**src/rtl/counter_pkg.sv**
```systemverilog
// rtl/counter_pkg.sv - shared helpers for the counter block
//
// Purpose: width helper used to size the count register.
//   clog2_min1(n) : returns max(1, $clog2(n)), so a modulus of 1 still
//                   gets a one-bit count register.

package counter_pkg;

   function automatic int clog2_min1(input int n);
      int w;
      w = $clog2(n);
      return (w < 1) ? 1 : w;
   endfunction

endpackage

```
**src/rtl/counter.sv**
```systemverilog
// rtl/counter.sv - modulo-M up counter with enable and carry-out
//
// Purpose: counts 0..M-1 on enabled clock edges and wraps to 0.
//   The carry-out flags the enabled cycle on which the wrap happens.
//
// Parameters:
//   M   : counting modulus, integer >= 1 (default 10)
//
// Ports:
//   clk : clock, all state changes on the rising edge
//   rst : synchronous active-high reset, has priority over en
//   en  : count enable
//   cnt : current count, registered, CW = max(1, $clog2(M)) bits
//   co  : carry-out, combinational, en AND (cnt == M-1)
//
// Build option:
//   COUNTER_ASSERT_EN : when defined, compiles in simulation assertions
//                       (range, co implies en, reset clears cnt, M >= 1).

module counter
   import counter_pkg::*;
#(
   parameter int M = 10
) (
   input  logic                     clk,
   input  logic                     rst,
   input  logic                     en,
   output logic [clog2_min1(M)-1:0] cnt,
   output logic                     co
);

   localparam int CW = clog2_min1(M);
   localparam logic [CW-1:0] LAST = CW'(M - 1);

   // Wrapping at LAST keeps codes M..2^CW-1 unreachable. For M=1, LAST
   // is 0, so every enabled edge "wraps" and cnt stays at 0.
   always_ff @(posedge clk) begin
      if (rst) begin
         cnt <= '0;
      end else if (en) begin
         if (cnt == LAST) begin
            cnt <= '0;
         end else begin
            cnt <= cnt + CW'(1);
         end
      end
   end

   assign co = en & (cnt == LAST);

`ifdef COUNTER_ASSERT_EN
   generate
      if (M < 1) begin : g_bad_modulus
         $error("counter: modulus M must be >= 1");
      end
   endgenerate

   // Simulation-only flag: cnt has no defined value until the first reset.
   logic r_seen_rst;
   always_ff @(posedge clk) begin
      if (rst) begin
         r_seen_rst <= 1'b1;
      end
   end

   a_range : assert property (@(posedge clk) disable iff (rst)
      (r_seen_rst === 1'b1) |-> (int'(cnt) < M));
   a_co_en : assert property (@(posedge clk)
      co |-> en);
   a_rst_clr : assert property (@(posedge clk)
      rst |=> (cnt == '0));
`endif

endmodule

```
**config.mk**
```make
export PLATFORM = sky130hd
export DESIGN_NAME = counter
export DESIGN_NICKNAME = d
export VERILOG_FILES = /design/src/rtl/counter_pkg.sv /design/src/rtl/counter.sv
export SDC_FILE = /design/constraint.sdc
export NUM_CORES = 1
export LEC_CHECK = 0
export ABC_AREA = 1
export BUFFER_PORTS_ARGS = -buffer_cell sky130_fd_sc_hd__buf_2
export CORE_AREA = 2 2 39 41
export DETAILED_ROUTE_END_ITERATION = 7
export DIE_AREA = 0 0 41 43
export HOLD_SLACK_MARGIN = 0.1
export PLACE_DENSITY = 0.35
export SLEW_MARGIN = 20
export SYNTH_ARGS = -nofsm -noshare
export SYNTH_HDL_FRONTEND = slang
export SYNTH_SLANG_ARGS = --single-unit
```
**constraint.sdc**
```tcl
create_clock -name clk -period 1 [get_ports clk]
set_input_delay 0 -clock clk [delete_from_list [all_inputs] [get_ports clk]]
set_output_delay 0 -clock clk [all_outputs]
set_load 0.01 [all_outputs]
```
# Yosys cells after proc, flatten, opt, wreduce, memory -nomap -nowiden
# Index checks and enable logic that the tools add are counted.
[word_totals] reg_bits=4 in_bits=3 wordCells=5
[classes] addsub=1 n_eq_ne=1 n_mux=1 n_bitwise=1
[op_table] op="adder 4 x 1 -> 4 bit, second input constant" n=1
[op_table] op="== test 4 bit, second input constant" n=1
[op_table] op="2-to-1 mux 4 bit" n=1
[op_table] op="AND 1 bit" n=1

# Logic depth before layout (Yosys ltp)
[logic_depth] ltp_word=2 mapped_depth=5 mapped_depth_nobuf=5

# Least setup slack after synthesis
# OpenSTA, ideal clock, no wires.
[synth_path] path_kind="register to register" from="register cnt[0]" to="register cnt[3]" setup_ps=110 t_arrival_ps=739 required_ps=890 path_slack_ps=151 stages_incl_launch_ff=6 n_path_buf=0 period_less_slack_ps=849 cell_sequence="dfxtp_1 nand2_2 nor2_1 nand3_1 nand2_1 nor2_1"
[synth_between] elab_chain_cells=2 elab_cells_between_ends=3 cone_classes="1 x add/sub; 1 x eq/ne; 1 x mux"
[synth_lines] element="from (decl)" line_no="counter.sv:28" rtl="output logic [clog2_min1(M)-1:0] cnt,"
[synth_lines] element="from (signal assigned)" line_no="counter.sv:44" rtl="cnt <= cnt + CW'(1);"
[synth_lines] element="adder 4 x 1 -> 4 bit / == test 4 bit (equally long branches)" line_no="counter.sv:44, counter.sv:41"
[synth_lines] element="2-to-1 mux 4 bit (*)" line_no="counter.sv:41" rtl="if (cnt == LAST) begin"
# Every way passes the cells marked *; elsewhere a longest branch is shown, timed or not.
# A chain may end at the register's enable or synchronous reset.

# Worst setup path in the final report
[layout_path] from="register cnt[2]" to="output port co"
[layout_between] elab_chain_cells=2
[layout_lines] element="== test 4 bit" line_no="counter.sv:49" rtl="assign co = en & (cnt == LAST);"
[layout_lines] element="AND 1 bit" line_no="counter.sv:49"
[layout_lines] element="to (decl)" line_no="counter.sv:29" rtl="output logic co"
# Every way passes these cells.

==> flow_summary.toml <==
[synth]
synth_seq_cells = 4
syn_area_um2 = 189
ys_seq_area_frac = 0.424
yosysUniqueCellTypes = 11
synth_cells = 28
synth.avg_cell_area_um2 = 6.75
syn-num-nets = 31
yosysWarnings = 0

[sta]
slew_violations = 0
clock_skew_ps = 2.71
setup_viol = 0
post-route-period-util = 0.943
tightest_slew_ps = 187
grt_setup_unrepaired = "true"
relSlewSlack = 0.874
hold_viol_final = 0
fin_crit_ps = 943
hold_slack_ps = 191
max_freq_mhz = 1060

[detailed_routing]
antenna_left = 0
drc = 0
post_drt_wl_per_cell_um = 7.57
wl_um = 439
dr_total_vias = 211
first_pass_iters = 4
drtIter0Drc = 3
via_per_inst = 3.64

[finish]
layoutNonFillerInstCount = 58
top_register = "cnt"
final_nets = 47
final_core_util = 0.231
n_antenna_cell = 0
layout-drive-gt1-share = 0.429
largest_reg_flops = 4
syn_to_final_growth_pct = 68.9
reg_top3 = "cnt (4)"

[floorplan]
die_y_um = 43
ios = 8
initial_core_util = 0.137
dieArea_um2 = 1760
core_um2 = 1380
rows = 14
dieWidth_um = 41

[critical_path]
timing.rr.start = "cnt[0]$_SDFFE_PP0P_"
crit_type = "reg -> out"
arrival_ps = 940
critical_path_required_ps = 1000
critical_path.startpoint_type = "register"
crit_start = "cnt[2]$_SDFFE_PP0P_"
critPathMaxFanout = 6
cp-end-kind = "output pin"

[clock_tree]
cts_buffer_depth = 2
cts-buffers-inserted = 3
clock_latency_ps = 230
root_buffer = "clkbuf_4"
htree_levels = 1
cts_tree = "built"
cts.sinks = 4
clk_pin_slew_ps = 40

[global_route]
grt_pass1_wl_um = 669
grt_max_degree = 7
antenna_found_initial = 0
track_usage = 0.0621
first_global_vias = 199
grt-ovfl-total = 0

[pwr]
p_per_area_nw_per_um2 = 1320
ir_drop_v = 0.000548
power_leakage_nw = 0.166

[place]
gp_congestion = 0.800
place_inst = 51
dp.final_hpwl_um = 337
port_buffers = 7

[hold_path]
hp-start = "en"
hold_class = "in -> reg"

[job]
maxCapViolCount = 0

[run_status]
status = "finished clean"
## area by class of cell
| cell class | instances | area (µm²) |
|---|---|---|
| fill | 163 | 1060 |
| multi-input combinational | 19 | 103 |
| sequential | 4 | 85.1 |
| timing repair buffer | 11 | 70.1 |
| clock buffer | 3 | 22.5 |
| tap | 16 | 20.0 |
| inverter | 5 | 18.8 |
## layout by cell type, fill, tap and decap left out, drive strengths merged
master,n
buf,9
dfxtp,4
nor2,7
o21bai,1
nand3,1
nand4,1
inv,5
o22ai,1
clkbuf,3
nand2,7
dlygate4sd3,2
o21ai,1
## report_power, final
| group | switching (mW) | internal [mW] |
|---|---|---|
| logic | 0.0260 | 0.0267 |
| registers | 0.00906 | 0.167 |
| clock network | 0.0590 | 0.134 |
| total | 0.0941 | 0.328 |
## through the flow
stage               instance area (µm²)  setup slack [ps]  setup TNS (ps)  total power [mW]
finish                              319              57.0               0             0.422
detailed placement                  244               143               0             0.214
global placement                    244               134               0             0.215
global route                        319             -18.7           -18.7             0.457
CTS                                 303             -16.6           -16.6             0.433
floorplan                           189               151               0             0.198
## routing by layer
metal / wire, µm / global-route usage
met5: 0 / 0
met4: 8 / 0.100
met3: 11 / 0.0157
met2: 230 / 0.0844
met1: 188 / 0.0543
## path summary, 6_finish.rpt
path | to | slack [ps] | cells past startpoint
worst max-delay path | co | 60 | 4
worst min-delay path | cnt[2]$_SDFFE_PP0P_ | 190 | 4
worst max register to register | cnt[3]$_SDFFE_PP0P_ | 90 | 6
worst min register to register | cnt[0]$_SDFFE_PP0P_ | 530 | 2
## cells by family after synthesis
family                 count (synthesis)  share of synthesized area
AND/OR/NAND/NOR                       16                      0.377
flip-flops                             4                      0.424
AO/OA/AOI/OAI                          3                     0.0993
buffers and inverters                  5                     0.0993
## synthesized netlist by cell type
cell type / count / share of area
nand2_1: 6 / 0.12
nand2_2: 1 / 0.033
o21ai_0: 1 / 0.026
dfxtp_1: 4 / 0.42
o22ai_1: 1 / 0.033
inv_1: 5 / 0.099
nor2_2: 2 / 0.066
o21bai_1: 1 / 0.040
nor2_1: 5 / 0.099
nand4_1: 1 / 0.033
nand3_1: 1 / 0.026
## critical path: stages (launching register included)
cell and delay [ps]:
dfxtp_1 400, nor2_1 80, nand2_2 70, inv_1 30, buf_2 120
## what timing repair did
item | 4_1_cts | 5_1_grt
endpoints found under the hold margin | 3 | 0
pin swaps | 3 | 2
endpoints found under the setup margin | 1 | 1
buffers inserted | 2 | 0
resized for setup | 1 | 5
hold buffers | 2 | 0
(Power assumes the default switching activity.)
